===== src/rtl/serial_add_ctrl.sv =====
// serial_add_ctrl: bit-serial adder sequencer, one full-adder cell reused LSB-first over WIDTH cycles.
// Optional subtract mode (input sub_i) is enabled by defining SERIAL_ADD_SUB_EN.
`default_nettype none

module serial_add_ctrl #(
  parameter int WIDTH = 8
) (
  input  logic             clk_i,
  input  logic             rst_n_i,
  input  logic             start_i,
  input  logic [WIDTH-1:0] a_i,
  input  logic [WIDTH-1:0] b_i,
  input  logic             cin_i,
`ifdef SERIAL_ADD_SUB_EN
  input  logic             sub_i,
`endif
  output logic             busy_o,
  output logic             done_o,
  output logic [WIDTH-1:0] sum_o,
  output logic             cout_o
);

  localparam int CNT_W = (WIDTH > 1) ? $clog2(WIDTH) : 1;
  localparam logic [CNT_W-1:0] CNT_LAST = CNT_W'(WIDTH - 1);

  typedef enum logic [1:0] {
    IDLE = 2'd0,
    RUN  = 2'd1,
    FIN  = 2'd2
  } state_t;

  state_t           state_q;
  logic [WIDTH-1:0] a_sh_q;
  logic [WIDTH-1:0] b_sh_q;
  logic [WIDTH-2:0] r_sh_q;
  logic             carry_q;
  logic [CNT_W-1:0] cnt_q;
  logic             busy_q;
  logic             done_q;
  logic [WIDTH-1:0] sum_q;
  logic             cout_q;

  logic [WIDTH-1:0] b_load_d;
  logic             carry_init_d;
  logic             fa_sum;
  logic             fa_cout;
  logic [WIDTH-1:0] r_sh_d;

`ifdef SERIAL_ADD_SUB_EN
  // Subtraction as A + ~B + 1; the incoming carry is ignored.
  assign b_load_d     = sub_i ? ~b_i : b_i;
  assign carry_init_d = sub_i ? 1'b1 : cin_i;
`else
  assign b_load_d     = b_i;
  assign carry_init_d = cin_i;
`endif

  assign fa_sum  = a_sh_q[0] ^ b_sh_q[0] ^ carry_q;
  assign fa_cout = (a_sh_q[0] & b_sh_q[0]) | (carry_q & (a_sh_q[0] ^ b_sh_q[0]));

  // New sum bit enters at the top; after WIDTH shifts bit 0 holds the LSB result.
  assign r_sh_d = {fa_sum, r_sh_q};

  always_ff @(posedge clk_i or negedge rst_n_i) begin
    if (!rst_n_i) begin
      state_q <= IDLE;
      a_sh_q  <= '0;
      b_sh_q  <= '0;
      r_sh_q  <= '0;
      carry_q <= 1'b0;
      cnt_q   <= '0;
      busy_q  <= 1'b0;
      done_q  <= 1'b0;
      sum_q   <= '0;
      cout_q  <= 1'b0;
    end else begin
      case (state_q)
        IDLE: begin
          done_q <= 1'b0;
          if (start_i) begin
            a_sh_q  <= a_i;
            b_sh_q  <= b_load_d;
            carry_q <= carry_init_d;
            r_sh_q  <= '0;
            cnt_q   <= '0;
            busy_q  <= 1'b1;
            state_q <= RUN;
          end
        end
        RUN: begin
          r_sh_q  <= r_sh_d[WIDTH-1:1];
          carry_q <= fa_cout;
          a_sh_q  <= a_sh_q >> 1;
          b_sh_q  <= b_sh_q >> 1;
          if (cnt_q == CNT_LAST) begin
            sum_q   <= r_sh_d;
            cout_q  <= fa_cout;
            busy_q  <= 1'b0;
            done_q  <= 1'b1;
            state_q <= FIN;
          end else begin
            cnt_q <= cnt_q + 1'b1;
          end
        end
        FIN: begin
          done_q  <= 1'b0;
          state_q <= IDLE;
        end
        default: begin
          busy_q  <= 1'b0;
          done_q  <= 1'b0;
          state_q <= IDLE;
        end
      endcase
    end
  end

  assign busy_o = busy_q;
  assign done_o = done_q;
  assign sum_o  = sum_q;
  assign cout_o = cout_q;

endmodule

`default_nettype wire

===== config.mk =====
export PLATFORM = sky130hd
export DESIGN_NAME = serial_add_ctrl
export DESIGN_NICKNAME = d
export VERILOG_FILES = /design/src/rtl/serial_add_ctrl.sv
export SDC_FILE = /design/constraint.sdc
export NUM_CORES = 1
export LEC_CHECK = 0
export BUFFER_PORTS_ARGS = -buffer_cell sky130_fd_sc_hd__buf_4
export CORE_MARGIN = 10
export CORE_UTILIZATION = 40
export DETAILED_ROUTE_END_ITERATION = 12
export SLEW_MARGIN = 20
export SYNTH_ARGS = -nofsm -noshare
export SYNTH_HDL_FRONTEND = slang
export SYNTH_SLANG_ARGS = --single-unit

===== constraint.sdc =====
create_clock -name clk_i -period 1.5 [get_ports clk_i]
set_input_delay 0.3 -clock clk_i [delete_from_list [all_inputs] [get_ports clk_i]]
set_output_delay 0.3 -clock clk_i [all_outputs]
set_load 0.05 [all_outputs]

### After elaboration in Yosys (flattened, before gate mapping)

Index checks and enable logic that the tools add are counted.

* add/subtract/negate cells: 1
* equal/unequal tests: 6
* mux-type cells: 19
* bitwise gates (word level): 6
* reductions and logical operators: 7

Operators with widths (count)
* 8-bit case mux with 2 select lines: 2
* 8-bit 2-to-1 mux: 2
* 7-bit case mux with 2 select lines: 1
* 7-bit 2-to-1 mux: 1
* 3-bit 2-to-1 mux: 2
* 2-bit != test (second input constant): 3
* 3-bit case mux with 2 select lines: 1
* 2-bit AND reduction: 3
* 3-bit AND reduction: 2
* 1-bit 2-to-1 mux: 5
* 2-bit 2-to-1 mux: 2
* 2-bit case mux with 2 select lines: 1
* 3-bit by 1-bit adder with 3-bit output (second input constant): 1
* 3-bit equality test (second input constant): 1
* 1-bit case mux with 3 select lines: 1
* 1-bit bitwise AND: 2
* 2-bit by 1-bit equality test with 1-bit output (second input constant): 1
* 2-bit equality test (second input constant): 1
* 2-bit logical NOT: 1
* 1-bit case mux with 2 select lines: 1
* 2-bit nonzero test: 1
* 1-bit bitwise XOR: 2
* 1-bit inverter: 1
* 1-bit OR: 1

* register bits after elaboration: 40
* input port bits: 20
* output and inout bits: 11
* logic and storage cells: 49

### Depth between registers and ports, before layout

Gate-level depths: netlist (run 1).

* depth in word-level cells: 4
* depth in mapped cells: 6
* mapped depth without buffers: 5

### Least setup slack after synthesis (run 1)

OpenSTA, ideal clock, no wires.

* path kind: register -> register
* start point: reg cnt_q[0]
* end point: reg cout_q, in the netlist cout_o
* arrival: 1326 ps
* slack: 49 ps
* stages on the path, launching flop included: 6
* clock period less this slack: 1451 ps
* cell sequence: dfrtp_1 -> ha_1 -> ha_1 -> buf_2 -> nand2_8 -> mux2_4

* longest elaborated chain between the ends: 2

RTL lines
* start, declared: RTL line 37 `logic [CNT_W-1:0] cnt_q;`
* start signal, assigned: RTL line 102 `cnt_q <= cnt_q + 1'b1;`
* 3-bit equality test: RTL line 95 `if (cnt_q == CNT_LAST) begin`
* 2-bit AND reduction (no source line)
* end signal, assigned: RTL line 97 `cout_q <= fa_cout;`
* end, declared: RTL line 41 `logic cout_q;`

No other way between the ends.
A chain may end at the register's enable or synchronous reset.

### Final worst setup path (run 1)

* start point: reg cnt_q[1]
* end point: reg cnt_q[1]

* longest elaborated chain between the ends: 3
* elaborated cells between the ends (all ways): 6
* classes of those cells: add/sub (1); eq/ne (2); mux (2); reduce/logical (1)

RTL lines (RTL line)
* 3-bit by 1-bit adder with 3-bit output or 3-bit equality test (tied branches): 102, 95
* 3-bit 2-to-1 mux or 2-bit != test (tied branches)
* 3-bit case mux with 2 select lines or 3-bit AND reduction (tied branches)

Parallel ways exist; a longest one is shown, timed or not. The select of a mux whose other input is x is not followed.

==> reports/results.ini, run 1 <==
[status]
outcome = finished clean

[finish]
post-route-util_pct = 50.1
drive_gt1_share_pct = 35.3
final_common_cell = dfrtp_1
final_cell_mix = 40 x dfrtp_1, 37 x buf_4, 21 x nor2_1
n_antenna_cell = 0
final_nets = 207
area_delta_synth_final_pct = 20.5
finish.instance_area_um2 = 2190

[sta]
slew_viol_final = 0
hold_viol_final = 0
post-route-period-util_pct = 93.0
clock_skew_ns = 0.00359
rsz0062_at_grt = false
finalWorstSetupSlack_ns = 0.105
finalCriticalPeriod_ns = 1.40
finalSetupViolations = 0
fmax_ghz = 0.717
fin_setup_tns_ns = 0
worstMarginPinSlew_ns = 0.500
max_slew_margin_pct = 66.7

[route]
routed_via_density = 5.28
vias = 1247
drt_pre_antenna_iters = 4
drt_wl_total_um = 3800
avgRoutedWirePerCell_um = 16.1
antenna_left = 0
drt_iter0_drc = 64
drc_errors = 0

[critical_path]
cp_data_arrival_time_ns = 1.57
startpoint_type = flop
cp_max_fo = 8
path_class = reg -> reg
rr_startpoint = cnt_q[1]$_DFFE_PN0P_
required_ns = 1.68
r2r_end = cnt_q[1]$_DFFE_PN0P_
cp-end-kind = flop
reg2reg_setup_slack_ns = 0.10
reg2reg_depth = 5

[synthesis]
synthCells = 150
yosys.area.top_type_share_pct = 54.9
syn_area_per_cell_um2 = 12.1
ys_types = 28
syn-num-nets = 173
synth_area_leaders = dfrtp_1 55%, mux2_4 7.4%, a22o_1 4.8%
synth_seq_cells = 40
yosysWarningCount = 0
yosysTopAreaCell = dfrtp_1
synth_area_um2 = 1820
synth-seq-area-share_pct = 54.9

[clock_network]
insertion_delay_ns = 0.29
root_buffer = clkbuf_8
ctsHtreeMaxLevel = 2
cts.sinks = 40
cts_tree = yes
cts_made_buffers = 5
cts_max_path_buffers = 2
clk_pin_slew_worst_paths_ns = 0.07
post_cts_buffers = 0

[die]
num_io_pins = 31
core_area_um2 = 4380
fp.dieArea_um2 = 7650
rows = 24
die_y_um = 87.5
start_util_pct = 41.6
die_w_um = 87.5

[power_and_ir_drop]
leakagePower_nw = 1.04
ir_drop_uv = 822
power_density_nw_per_um2 = 2200

[grt]
grt-ovfl-total = 0
grt_pass1_vias = 1375
track_usage_pct = 10.7
grt_pass1_wl_um = 6640
grt_max_degree = 41
antenna_found_initial = 0

[place]
placed_area_um2 = 2090
dp_worst_setup_slack_ns = -0.0683
place_hpwl_um = 2800
gp_congestion = 0.769
portBuffers = 30

[min_path]
hold_class = in -> reg
holdPathEnd = a_sh_q[7]$_DFFE_PN0P_
worstHoldPathCells = 3
min_from = a_i[7]

[flow_run]
cap_viol_max_count = 0

==> how the worst max path moves through the flow <==
stage	startpoint	endpoint
after floorplan	cnt_q[0]$_DFFE_PN0P_	cout_o$_DFFE_PN0P_
after global placement	cnt_q[1]$_DFFE_PN0P_	sum_o[7]$_DFFE_PN0P_
after detailed placement	cnt_q[1]$_DFFE_PN0P_	cnt_q[1]$_DFFE_PN0P_
after CTS	cnt_q[1]$_DFFE_PN0P_	cnt_q[1]$_DFFE_PN0P_
after global routing	state_q[0]$_DFFE_PN0P_	a_sh_q[1]$_DFFE_PN0P_
final	cnt_q[1]$_DFFE_PN0P_	cnt_q[1]$_DFFE_PN0P_
==> synthesized netlist by cell type <==
cell type  number
a211oi_1        7
a211oi_2        1
a21boi_1        1
a21o_1          1
a21oi_1         1
a22o_1         10
buf_2           5
buf_6           3
clkbuf_1        3
dfrtp_1        40
fa_1            1
ha_1            2
inv_1           3
mux2_4          9
nand2_1         4
nand2_8         1
nand2b_1        2
nand3_1         3
nand3b_1        7
nor2_1         21
nor2b_1         1
nor2b_2         1
nor3_1          9
o21ai_0         4
o21ba_4         1
o21bai_2        1
o221a_2         7
o22ai_1         1
==> power breakdown <==
part / switching, mW / total [mW] / internal [mW]
combinational: 1.22 / 2.26 / 1.03
clock: 0.356 / 0.672 / 0.316
sequential: 0.331 / 1.89 / 1.56
total: 1.91 / 4.82 / 2.91
==> stage by stage <==
step / instances / hold WS (ns) / total power [mW]
3_5_place_dp: 228 / 0.309 / 4.18
4_1_cts: 236 / 0.255 / 4.86
6_report: 236 / 0.257 / 4.82
5_1_grt: 236 / 0.274 / 5.19
3_3_place_gp: 228 / 0.300 / 4.07
2_1_floorplan: 150 / 0.00441 / 3.54
==> kinds of logic (layout without fill, tap and decap cells) <==
| group | after synthesis | in the layout | share of synthesized area [%] |
|---|---|---|---|
| multiplexers | 9 | 9 | 7.42 |
| AND/OR/NAND/NOR | 49 | 49 | 13.9 |
| buffers and inverters | 14 | 48 | 4.46 |
| AO/OA/AOI/OAI | 35 | 35 | 16.8 |
| flip-flops | 40 | 40 | 54.9 |
| adder cells (fa/ha/maj) | 3 | 3 | 2.47 |
==> layout make-up <==
| class | count | area, um2 |
|---|---|---|
| Timing Repair Buffer | 38 | 288 |
| Fill cell | 388 | 2190 |
| Inverter | 3 | 11.3 |
| Tap cell | 52 | 65.1 |
| Clock buffer | 6 | 72.6 |
| Clock inverter | 1 | 5.00 |
| Sequential cell | 40 | 1000 |
| Multi-Input combinational cell | 96 | 752 |
==> registers in the layout, indices dropped and copies added, names as in the netlist, 2 cells and up <==
signal,flops
r_sh_q,7
cnt_q,3
sum_o,8
b_sh_q,8
state_q,2
a_sh_q,8
==> critical path, stage by stage, from the launching register on <==
cell	delay, ns
dfrtp_1	0.39
ha_1	0.20
ha_4	0.22
nor2_1	0.09
a22o_1	0.21
a22o_1	0.18
==> routing by layer <==
layer / track usage (%) / share of wire [%]
met4: 3.04 / 0.42
met1: 13.3 / 45
met2: 17.0 / 49
met5: 0 / 0
met3: 4.03 / 6.0
==> timing repair <==
| action | CTS | global route |
|---|---|---|
| gates cloned | 0 | 0 |
| endpoints found under the setup margin | 11 | 7 |
| gates resized for setup | 1 | 1 |
| hold buffers | 1 | 0 |
| endpoints found under the hold margin | 32 | 0 |
Power figures use the tool's default switching activity.
==> run 2: changes to the inputs <==
--- a/config.mk
+++ b/config.mk
@@ -5,10 +5,12 @@
 export SDC_FILE = /design/constraint.sdc
 export NUM_CORES = 1
 export LEC_CHECK = 0
+export ABC_AREA = 0
 export BUFFER_PORTS_ARGS = -buffer_cell sky130_fd_sc_hd__buf_4
 export CORE_MARGIN = 10
 export CORE_UTILIZATION = 40
 export DETAILED_ROUTE_END_ITERATION = 12
+export RECOVER_POWER = 100
 export SLEW_MARGIN = 20
 export SYNTH_ARGS = -nofsm -noshare
 export SYNTH_HDL_FRONTEND = slang
==> run 2 against run 1 <==
Clock power hardly changed; utilization is 1.6 points lower; via count is 0.16% lower; worst setup slack worse by 0.013 ns; final cell count stayed put; sequential share of layout area is 1.5 points higher; routed wire length is 0.32% higher; global-route usage stayed put; final area is 3.2% lower; register-to-register slack hardly changed; fmax is 0.95% lower; sequential cell count stayed put; critical endpoint is now sum_o[0]$_DFFE_PN0P_; largest cell class unchanged.
==> reports/results.ini, run 2 (same netlist as run 1, synthesis figures left out) <==
[finish]
post-route-util_pct = 48.5  ; -1.6 points
drive_gt1_share_pct = 29.9  ; -5.4 points
final_common_cell = dfrtp_1
final_cells = 236  ; unchanged
final_nets = 207  ; unchanged
final_cell_mix = 40 x dfrtp_1, 23 x buf_4, 21 x nor2_1
n_antenna_cell = 0  ; unchanged
area_delta_synth_final_pct = 16.6
finish.instance_area_um2 = 2120  ; -3.2%

[route]
drt_pre_antenna_iters = 4  ; unchanged
antenna_left = 0  ; unchanged
drt_wl_total_um = 3820  ; +0.32%
vias = 1245  ; -0.16%
routed_via_density = 5.28  ; -0.16%
drc_errors = 0  ; unchanged
avgRoutedWirePerCell_um = 16.2  ; +0.32%
drt_iter0_drc = 63  ; -1.6%

[clock_network]
clk_pin_slew_worst_paths_ns = 0.07  ; about the same
post_cts_buffers = 0  ; unchanged
root_buffer = clkbuf_8
insertion_delay_ns = 0.29  ; about the same
ctsHtreeMaxLevel = 2  ; unchanged
cts_max_path_buffers = 2  ; unchanged
cts_made_buffers = 5  ; unchanged
cts_tree = yes
cts.sinks = 40  ; unchanged

[grt]
antenna_found_initial = 0  ; unchanged
grt_max_degree = 41  ; unchanged
grt_pass1_vias = 1375  ; unchanged
grt-ovfl-total = 0  ; unchanged
track_usage_pct = 10.7  ; unchanged
grt_pass1_wl_um = 6640  ; unchanged

[critical_path]
crit_chain = ha_1, ha_4, nand2_8, mux2_1
slowest_stage = dfrtp_1
max_stage_delay_ns = 0.41  ; +0.02 ns
cp-end-kind = flop
cp_top_family = adder cells
cp_data_arrival_time_ns = 1.57  ; about the same
cp_num_buf_inv = 0  ; unchanged
startpoint_type = flop
cp_max_fo = 10  ; +2
path_class = reg -> reg
required_ns = 1.67  ; about the same
reg2reg_setup_slack_ns = 0.09  ; about the same

[sta]
fin_setup_tns_ns = 0  ; unchanged
finalCriticalPeriod_ns = 1.41  ; +0.0134 ns
slew_viol_final = 0  ; unchanged
max_slew_margin_pct = 41.2  ; -25 points
finalSetupViolations = 0  ; unchanged
hold_viol_final = 0  ; unchanged
fmax_ghz = 0.710  ; -0.95%
rsz0062_at_grt = false
clock_skew_ns = 0.00381  ; +0.000213 ns
worstMarginPinSlew_ns = 0.881  ; +0.381 ns
post-route-period-util_pct = 93.9  ; +0.90 points

[die]
core_area_um2 = 4380  ; unchanged
die_w_um = 87.5  ; unchanged
num_io_pins = 31  ; unchanged
fp.dieArea_um2 = 7650  ; unchanged
die_y_um = 87.5  ; unchanged
start_util_pct = 41.6  ; unchanged
rows = 24  ; unchanged

[power_and_ir_drop]
p_clk_share_pct = 14.6  ; +0.7 points
switching_share_pct = 41.1  ; +1.5 points
power_density_nw_per_um2 = 2170  ; -1.2%
ir_drop_uv = 785  ; -4.4%
leakagePower_nw = 0.986  ; -5.1%
p_int_mw = 2.72  ; -6.8%
seq_power_share_pct = 40.8  ; +1.5 points
pwr-share-comb_pct = 44.6  ; -2.2 points
p_sw_mw = 1.90  ; -0.70%

[flow_run]
cap_viol_max_count = 0  ; unchanged

[min_path]
hold_class = in -> reg

[status]
outcome = finished clean

[place]
place_hpwl_um = 2800  ; unchanged
portBuffers = 30  ; unchanged
placed_area_um2 = 2090  ; unchanged
dp_cells = 228  ; unchanged
gp_congestion = 0.769  ; unchanged

## run 2: cell types whose count changed in the layout (fill, tap and decap cells not counted)
| cell | change |
|---|---|
| a21boi_0 | +1 |
| mux2_4 | -9 |
| mux2_1 | +9 |
| buf_2 | +1 |
| clkbuf_1 | +1 |
| clkbuf_2 | +12 |
| a21boi_1 | -1 |
| buf_4 | -14 |
## run 2: final cells by class
class | instances | area, um2
Timing Repair Buffer | 38 | 251
Fill cell | 404 | 2260
Clock buffer | 6 | 72.6
Multi-Input combinational cell | 96 | 718
Clock inverter | 1 | 5.00
Tap cell | 52 | 65.1
Inverter | 3 | 11.3
Sequential cell | 40 | 1000
## run 2: routing by layer
| layer | wire [um] | GRT usage, % | vias up |
|---|---|---|---|
| met3 | 218 | 4.03 | 3 |
| met5 | 0 | 0 | - |
| met4 | 25 | 3.04 | 0 |
| li1 | - | - | 605 |
| met2 | 1840 | 17.0 | 26 |
| met1 | 1740 | 13.3 | 611 |
## run 2: power groups by stage
stage          Clock [mW]  Combinational [mW]  Sequential (mW)
6_report            0.672                2.06             1.88
5_1_grt             0.727                2.30             1.95
4_1_cts             0.683                2.27             1.90
3_5_place_dp            0                2.26             1.91
3_3_place_gp            0                2.19             1.88
2_1_floorplan           0                1.23             2.31
## run 2: final timing paths
kind / start / end / cells after the start
max reg2reg: cnt_q[1]$_DFFE_PN0P_ / sum_o[0]$_DFFE_PN0P_ / 4
min in group asynchronous: rst_n_i / done_o$_DFFE_PN0P_ / 2
min reg2reg: sum_o[1]$_DFFE_PN0P_ / sum_o[1]$_DFFE_PN0P_ / 1
max in group asynchronous: rst_n_i / a_sh_q[7]$_DFFE_PN0P_ / 2
min: a_i[7] / a_sh_q[7]$_DFFE_PN0P_ / 3
max: cnt_q[1]$_DFFE_PN0P_ / sum_o[0]$_DFFE_PN0P_ / 4
## run 2: stage by stage
step | setup slack (ns) | hold slack (ns) | total power, mW
detailed placement | -0.0683 | 0.309 | 4.18
global placement | 0.0353 | 0.300 | 4.07
floorplan | 0.0488 | 0.00441 | 3.54
finish | 0.0911 | 0.257 | 4.61
global route | 0.0110 | 0.274 | 4.98
CTS | 0.0241 | 0.255 | 4.86
## run 2: worst reg2reg max path: stages, from the launching register on
cell and delay, ns:
dfrtp_1 0.41, ha_1 0.22, ha_4 0.21, nand2_8 0.11
mux2_1 0.34
## run 2: what timing repair did
action,4_1_cts,5_1_grt
hold endpoints to repair,32,0
hold buffers,1,0
setup endpoints to repair,11,7
gates resized for setup,1,1
==> run 3: changes to the inputs <==
--- a/config.mk
+++ b/config.mk
@@ -10,6 +10,7 @@
 export CORE_MARGIN = 10
 export CORE_UTILIZATION = 40
 export DETAILED_ROUTE_END_ITERATION = 12
+export GPL_TIMING_DRIVEN = 0
 export RECOVER_POWER = 100
 export SLEW_MARGIN = 20
 export SYNTH_ARGS = -nofsm -noshare
==> run 3 against run 2 <==
Register-to-register slack lost 0.03 ns; final cell count grew 3.4%; clock-buffer cell count shrank 1; first-iteration DRC count shrank 1.6%; sequential cell count is the same; critical path depth grew 1; via count grew 5.1%; non-clock buffer count grew 7; clock power grew 3.3%; largest power group unchanged.
==> reports/results.ini, run 3 (same netlist as run 1, synthesis figures left out) <==
[die]
die_w_um = 87.5  ; unchanged
start_util_pct = 41.6  ; unchanged
fp.dieArea_um2 = 7650  ; unchanged
num_io_pins = 31  ; unchanged
rows = 24  ; unchanged
die_y_um = 87.5  ; unchanged
core_area_um2 = 4380  ; unchanged

[route]
antenna_left = 0  ; unchanged
routed_via_density = 5.36  ; +1.6%
drc_errors = 0  ; unchanged
vias = 1308  ; +5.1%
drt_iter0_drc = 62  ; -1.6%
avgRoutedWirePerCell_um = 16.6  ; +2.5%
drt_wl_total_um = 4040  ; +6.0%
drt_pre_antenna_iters = 4  ; unchanged

[power_and_ir_drop]
pwr-share-comb_pct = 46.6  ; +2.0 points
power_density_nw_per_um2 = 2160  ; -0.29%
p_clk_share_pct = 14.5  ; about the same
seq_power_share_pct = 38.9  ; -1.9 points
ir_drop_uv = 767  ; -2.3%
p_int_mw = 2.85  ; +4.9%
leakagePower_nw = 1.06  ; +7.3%
p_sw_mw = 1.94  ; +2.2%
switching_share_pct = 40.5  ; -0.62 points

[grt]
grt-ovfl-total = 0  ; unchanged
busiest_layer = met2
use_met3_pct = 5.06  ; +1.0 points
grt_pass1_vias = 1432  ; +4.1%
grt_pass1_wl_um = 6930  ; +4.5%
use_met2_pct = 17.3  ; +0.33 points
grt_max_degree = 41  ; unchanged
globalRouteMet1Util_pct = 13.7  ; +0.39 points
antenna_found_initial = 0  ; unchanged
track_usage_pct = 11.4  ; +0.65 points

[critical_path]
r2r_end = sum_o[1]$_DFFE_PN0P_
cp-end-kind = flop
cp_data_arrival_time_ns = 1.61  ; +0.04 ns
startpoint_type = flop
cp_max_fo = 5  ; -5
rr_startpoint = cnt_q[0]$_DFFE_PN0P_
path_common_cell = ha_2
reg2reg_setup_slack_ns = 0.06  ; -0.03 ns
max_stage_delay_ns = 0.39  ; -0.02 ns
required_ns = 1.68  ; about the same
crit_chain = ha_2, ha_2, buf_6, nand2_4, mux2_4
path_class = reg -> reg
reg2reg_depth = 5  ; +1
slowest_stage = dfrtp_1

[status]
outcome = finished clean

[flow_run]
cap_viol_max_count = 0  ; unchanged

[place]
gp_congestion = 0.794  ; +3.2%
dp_worst_setup_slack_ns = -0.0354  ; +0.0329 ns
place_hpwl_um = 2790  ; -0.31%
portBuffers = 30  ; unchanged

[finish]
multi_input_area_um2 = 752  ; +4.7%
drive_gt1_share_pct = 38.5  ; +8.7 points
final_cell_mix = 40 x dfrtp_1, 20 x buf_4, 19 x nor2_1
final_common_cell = dfrtp_1
final_nets = 215  ; +3.9%
area_delta_synth_final_pct = 21.4
final-seq-area_um2 = 1000  ; unchanged
n_antenna_cell = 0  ; unchanged
fillers = 403  ; -0.25%

[clock_network]
cts_made_buffers = 5  ; unchanged
cts.sinks = 40  ; unchanged
root_buffer = clkbuf_8
clk_pin_slew_worst_paths_ns = 0.07  ; about the same
ctsHtreeMaxLevel = 2  ; unchanged
cts_max_path_buffers = 2  ; unchanged
insertion_delay_ns = 0.30  ; about the same
cts_tree = yes

[sta]
slew_viol_final = 0  ; unchanged
worstMarginPinSlew_ns = 0.904  ; +0.0226 ns
hold_viol_final = 0  ; unchanged
fmax_ghz = 0.697  ; -1.8%
max_slew_margin_pct = 39.7  ; -1.5 points
finalCriticalPeriod_ns = 1.44  ; +0.0261 ns
finalSetupViolations = 0  ; unchanged
rsz0062_at_grt = false
post-route-period-util_pct = 95.7  ; +1.7 points
clock_skew_ns = 0.00767  ; +0.00387 ns
hold_ws_ns = 0.251  ; -0.00573 ns
finalWorstSetupSlack_ns = 0.0650  ; -0.0261 ns

[min_path]
worstHoldPathCells = 3  ; unchanged
min_from = a_i[7]
hold_class = in -> reg
holdPathEnd = a_sh_q[7]$_DFFE_PN0P_

## run 3: final cells by class
cell class,instances,area share (%)
Buffer,11,3.45
Sequential cell,40,45.2
Tap cell,52,2.94
Inverter,3,0.509
Timing Repair Buffer,34,10.2
Multi-Input combinational cell,97,34.0
Clock buffer,5,3.11
Clock inverter,2,0.566
## run 3: critical path, delay by kind of cell (launching register included)
kind | cells | cell delay [ns]
buffers and inverters | 1 | 0.14
muxes | 1 | 0.31
and+or+nand+nor | 1 | 0.12
DFF | 1 | 0.39
adders and majority gates | 2 | 0.36
## run 3: per-stage QoR
stage               util, %  setup TNS (ns)  total power [mW]  std cells  instance area, um2
floorplan                 -               0              3.54        150                1820
global placement       48.2         -0.0529              4.08        232                2110
detailed placement     48.2          -0.298              4.15        232                2110
CTS                    50.9               0              4.92        242                2230
global route           50.5               0              5.14        244                2210
finish                 50.5               0              4.79        244                2210
## run 3: timing repair
item                                    in CTS  in global routing
pin swaps                                    1                  0
hold buffers                                 1                  0
cloned                                       1                  1
hold endpoints to repair                    35                  0
endpoints found under the setup margin      10                 12
gates resized for setup                      2                  5
setup buffers                                1                  1
## run 3: power groups by stage
| stage | combinational, mW | sequential [mW] | clock [mW] |
|---|---|---|---|
| 2_1_floorplan | 1.23 | 2.31 | 0 |
| 3_3_place_gp | 2.21 | 1.88 | 0 |
| 3_5_place_dp | 2.26 | 1.90 | 0 |
| 4_1_cts | 2.34 | 1.87 | 0.709 |
| 5_1_grt | 2.44 | 1.93 | 0.763 |
| 6_report | 2.23 | 1.86 | 0.694 |
## run 3: worst max-delay path by stage
stage,start,to,slack (ns),depth (start not counted)
6_report,cnt_q[0]$_DFFE_PN0P_,sum_o[1]$_DFFE_PN0P_,0.06,5
5_1_grt,state_q[1]$_DFFE_PN0P_,b_sh_q[3]$_DFFE_PN0P_,0.009,4
4_1_cts,cnt_q[1]$_DFFE_PN0P_,sum_o[1]$_DFFE_PN0P_,0.002,5
3_5_place_dp,cnt_q[0]$_DFFE_PN0P_,sum_o[1]$_DFFE_PN0P_,-0.04,5
3_3_place_gp,cnt_q[0]$_DFFE_PN0P_,sum_o[0]$_DFFE_PN0P_,-0.007,5
2_1_floorplan,cnt_q[0]$_DFFE_PN0P_,cout_o$_DFFE_PN0P_,0.05,5
## run 3: layer usage
metal	up-vias	part of all wire, %
met4	0	1.4
li1	623	-
met3	5	6.3
met1	649	46
met2	31	47
met5	-	0
